<file path="src/rtl/ram_arbiter.sv">
// Round-robin arbiter for two requesters onto one single-port RAM; optional clear sweep under RAM_ARB_CLEAR_EN.
// Latency: grant is combinational; read data returns READ_LATENCY cycles after the read grant.
// Backpressure: a requester holds req until granted; no grants while reset is high or the clear sweep runs.
module ram_arbiter #(
   parameter int READ_LATENCY = 2
) (
   input  logic       clk,
   input  logic       reset,
   input  logic       req0,
   input  logic       req1,
   input  logic       we0,
   input  logic       we1,
   input  logic [4:0] addr0,
   input  logic [4:0] addr1,
   input  logic [3:0] wdata0,
   input  logic [3:0] wdata1,
   output logic       gnt0,
   output logic       gnt1,
   output logic       rvalid0,
   output logic       rvalid1,
   output logic [3:0] rdata0,
   output logic [3:0] rdata1,
   output logic [4:0] ram_addr,
   output logic [3:0] ram_wdata,
   output logic       ram_write,
   input  logic [3:0] ram_q,
   output logic       busy
);

   localparam logic [0:0] ST_CLEAR = 1'b0;
   localparam logic [0:0] ST_RUN   = 1'b1;

   logic [0:0]              state;
   logic [4:0]              clr_cnt;
   logic                    ptr;
   logic [READ_LATENCY-1:0] pipe_vld;
   logic [READ_LATENCY-1:0] pipe_own;
   logic                    running;
   logic                    clearing;
   logic                    rd_gnt;

`ifdef RAM_ARB_CLEAR_EN
   always_ff @(posedge clk or posedge reset) begin
      if (reset) begin
         state   <= ST_CLEAR;
         clr_cnt <= '0;
      end else if (state == ST_CLEAR) begin
         clr_cnt <= clr_cnt + 5'd1;
         if (clr_cnt == 5'd31) begin
            state <= ST_RUN;
         end
      end
   end
`else
   assign state   = ST_RUN;
   assign clr_cnt = '0;
`endif

   assign running  = (state == ST_RUN) && !reset;
   assign clearing = (state == ST_CLEAR);
   assign busy     = clearing;

   // ptr=1 means requester 1 wins a tie
   assign gnt0 = running && req0 && (!req1 || !ptr);
   assign gnt1 = running && req1 && (!req0 || ptr);

   always_comb begin
      ram_addr  = '0;
      ram_wdata = '0;
      ram_write = 1'b0;
      if (clearing) begin
         ram_addr  = clr_cnt;
         ram_write = !reset;
      end else if (gnt0) begin
         ram_addr  = addr0;
         ram_wdata = wdata0;
         ram_write = we0;
      end else if (gnt1) begin
         ram_addr  = addr1;
         ram_wdata = wdata1;
         ram_write = we1;
      end
   end

   always_ff @(posedge clk or posedge reset) begin
      if (reset) begin
         ptr <= 1'b0;
      end else if (gnt0) begin
         ptr <= 1'b1;
      end else if (gnt1) begin
         ptr <= 1'b0;
      end
   end

   assign rd_gnt = (gnt0 && !we0) || (gnt1 && !we1);

   always_ff @(posedge clk or posedge reset) begin
      if (reset) begin
         pipe_vld <= '0;
         pipe_own <= '0;
      end else begin
         pipe_vld[0] <= rd_gnt;
         pipe_own[0] <= gnt1;
         for (int i = 1; i < READ_LATENCY; i++) begin
            pipe_vld[i] <= pipe_vld[i-1];
            pipe_own[i] <= pipe_own[i-1];
         end
      end
   end

   assign rvalid0 = pipe_vld[READ_LATENCY-1] && !pipe_own[READ_LATENCY-1] && !reset;
   assign rvalid1 = pipe_vld[READ_LATENCY-1] &&  pipe_own[READ_LATENCY-1] && !reset;
   assign rdata0  = ram_q;
   assign rdata1  = ram_q;

endmodule

</file>
<file path="config.mk">
export PLATFORM = sky130hd
export DESIGN_NAME = ram_arbiter
export DESIGN_NICKNAME = d
export VERILOG_FILES = /design/src/rtl/ram_arbiter.sv
export SDC_FILE = /design/constraint.sdc
export NUM_CORES = 1
export LEC_CHECK = 0
export CAP_MARGIN = 10
export CORE_MARGIN = 4
export CORE_UTILIZATION = 29
export CTS_CLUSTER_SIZE = 24
export DETAILED_ROUTE_END_ITERATION = 8
export PLACE_DENSITY = 0.78
export SYNTH_ARGS = -nofsm -noshare
export SYNTH_HDL_FRONTEND = slang
export SYNTH_SLANG_ARGS = --single-unit
</file>
<file path="constraint.sdc">
create_clock -name clk -period 0.9 [get_ports clk]
set_clock_uncertainty 0.05 [all_clocks]
set_input_delay 0.135 -clock clk [delete_from_list [all_inputs] [get_ports clk]]
set_output_delay 0.135 -clock clk [all_outputs]
set_load 0.005 [all_outputs]
</file>
==> qor.csv <==
metric;value;unit
max cap viols;0;
power density cells;1010;nW/µm²
fmax;0.636;GHz
Antenna Cells;0;
Comb power frac;49.4;%
Internal;0.740;mW
vias in the first global route;538;
chip width;54.0;µm
Crit Path Class;reg -> out;
reg2reg setup slack;-330;ps
P&R area growth vs syn;71.5;%
switching power total;0.329;mW
fin. max-slew vios;0;
yosys warns;0;
worst flop-to-flop path startpoint;ptr;
GP Congestion;0.657;
largest net degree at the start of global routing;16;
Total Routing Usage GR;10.6;%
minimum clock period after layout;1570;ps
Die H;54.0;µm
met1 Usage GRT;11.8;%
CTS H-tree lvls;1;
part of the power in registers;24.4;%
# clock sinks;5;
Worst Path Required;710;ps
register area share after synthesis;20.4;%
Syn Std Cell Area;614;µm²
Worst Hold Class;in -> async;
most frequent cells in the layout;22 x clkdlybuf4s50_1, 20 x nand2b_1, 13 x buf_2, 10 x o32ai_2, 8 x buf_6;
capturing point of the worst reg2reg path;pipe_vld[0];
DP HPWL;1.13;mm
nets@finish;134;
Worst EP arrival;1390;ps
failing checks;setup timing;
Post-Place Setup Slack;-1160;ps
Final ANT Viol Nets;0;
Tcrit/Tclk final;175;%
RSZ-0062 raised after global routing;yes;
reg2reg path depth;5;
VDD IR max;0.834;mV
cell row count;16;
Mapped Nets;91;
met2 usage;18.5;%
met3 global-route usage;4.43;%
status;finished, violations left;
I/O pin count;51;
CTS tree;built;
CTS Buf Count;3;
Initial Util;31.0;%
Worst Setup SP;ptr;
setup TNS;-9000;ps
total wire length;1.63;mm
Core Region;1980;µm²
post-synth cell types;16;
layout cells sized above 1;46.7;%
Synth Instances;63;
global-route wire length before repair;2.28;mm
Setup WS post-layout;-672;ps
total number of vias;590;
drt initial violations;2;
clock-pin slew on the worst setup and hold paths;50;ps
DRC Markers;0;
Hold Fails Final Rpt;0;
clock latency at the later pin of the worst-skew pair;250;ps
First-pass DRT Iterations;3;
most common cell after layout, fill and taps aside;clkdlybuf4s50_1;
number of port buffers;37;
die area;2920;µm²
initial antenna violation count;0;
Root Driver;clkbuf_4;
switching part of the total;30.8;%
Max clock buf depth;2;
final setup violation count;17;
Lkg Pwr;0.457;nW
crit-path max FO;6;
vias per cell;4.47;
WL/cell;12.3;µm
Setup crit end kind;primary output;
Top Usage Layer GRT;met2;
Post-Syn Area per Cell;9.75;µm²
startpoint type of the worst setup path;flop;
clock share of power;26.3;%
gr ovfl total;0;
Seq cells post-synth;5;
## metal layers
metal  wire length (µm)  vias to the layer above
li1                   -                      295
met1                610                      264
met2                857                       28
met3                151                        3
met4                  6                        0
met5                  0                        -
## area by class of cell
type / count / area (µm²)
multi-input combinational: 42 / 414
clock buffer: 4 / 26.3
sequential: 5 / 125
inverter: 2 / 7.51
fill: 177 / 928
timing repair buffer: 52 / 447
tap: 27 / 33.8
## worst max-delay path by stage
stage	slack (ps)	depth (start not counted)	end
floorplan	-110	3	ram_addr[0]
global placement	-1150	5	gnt1
detailed placement	-1160	5	gnt1
CTS	-660	5	ram_write
global route	-710	5	ram_addr[4]
finish	-670	5	ram_write
## state kept, by name (all words and copies together) (netlist names)
signal    flops
pipe_own      2
pipe_vld      2
ptr           1
## metrics by stage
stage               area (µm²)  std cells  hold slack [ps]  total power, mW  util [%]
finish                    1050        132             8.85             1.07      53.2
global route              1050        132             32.0             1.12      53.2
CTS                       1030        132             8.93             1.06      52.2
detailed placement         946        118              220            0.703      47.7
global placement           946        118              220            0.698      47.7
floorplan                  624         63            -4.19            0.520         -
## cell families after synthesis
group | share of synthesized area, %
AOI/OAI and AO/OA | 29.7
buffers and inverters | 20.8
DFF | 20.4
other | 0.610
and+or+nand+nor | 28.5
## Yosys cell counts
cell / instances / area (µm²)
nand2b_1: 20 / 125
nor2b_2: 1 / 8.76
buf_6: 4 / 45.0
inv_2: 2 / 7.51
or2b_1: 1 / 7.51
buf_4: 10 / 75.1
or2_1: 2 / 12.5
a22o_1: 1 / 8.76
nor2_1: 2 / 7.51
dfrtp_1: 5 / 125
and3_1: 1 / 6.26
nor3b_1: 1 / 7.51
o32ai_1: 2 / 17.5
a21bo_2: 1 / 10.0
conb_1: 1 / 3.75
o32ai_2: 9 / 146
## worst max-delay path: stages, from the launching register on
cell and delay [ps]:
dfrtp_1 410, buf_6 130, a21bo_4 220, buf_6 140, o32ai_4 80, buf_2 150
## power groups by stage
stage | registers (mW) | clock network, mW | logic (mW)
floorplan | 0.260 | 0 | 0.260
global placement | 0.261 | 0 | 0.438
detailed placement | 0.260 | 0 | 0.443
CTS | 0.257 | 0.286 | 0.516
global route | 0.262 | 0.296 | 0.567
finish | 0.260 | 0.281 | 0.528
## what timing repair did
item / 4_1_cts / 5_1_grt
endpoints found under the setup margin: 17 / 17
gates resized for setup: 66 / 3
pin swaps: 2 / 1
setup buffers: 10 / 0
hold buffers: 0 / 0
Power figures use the tool's default switching activity.
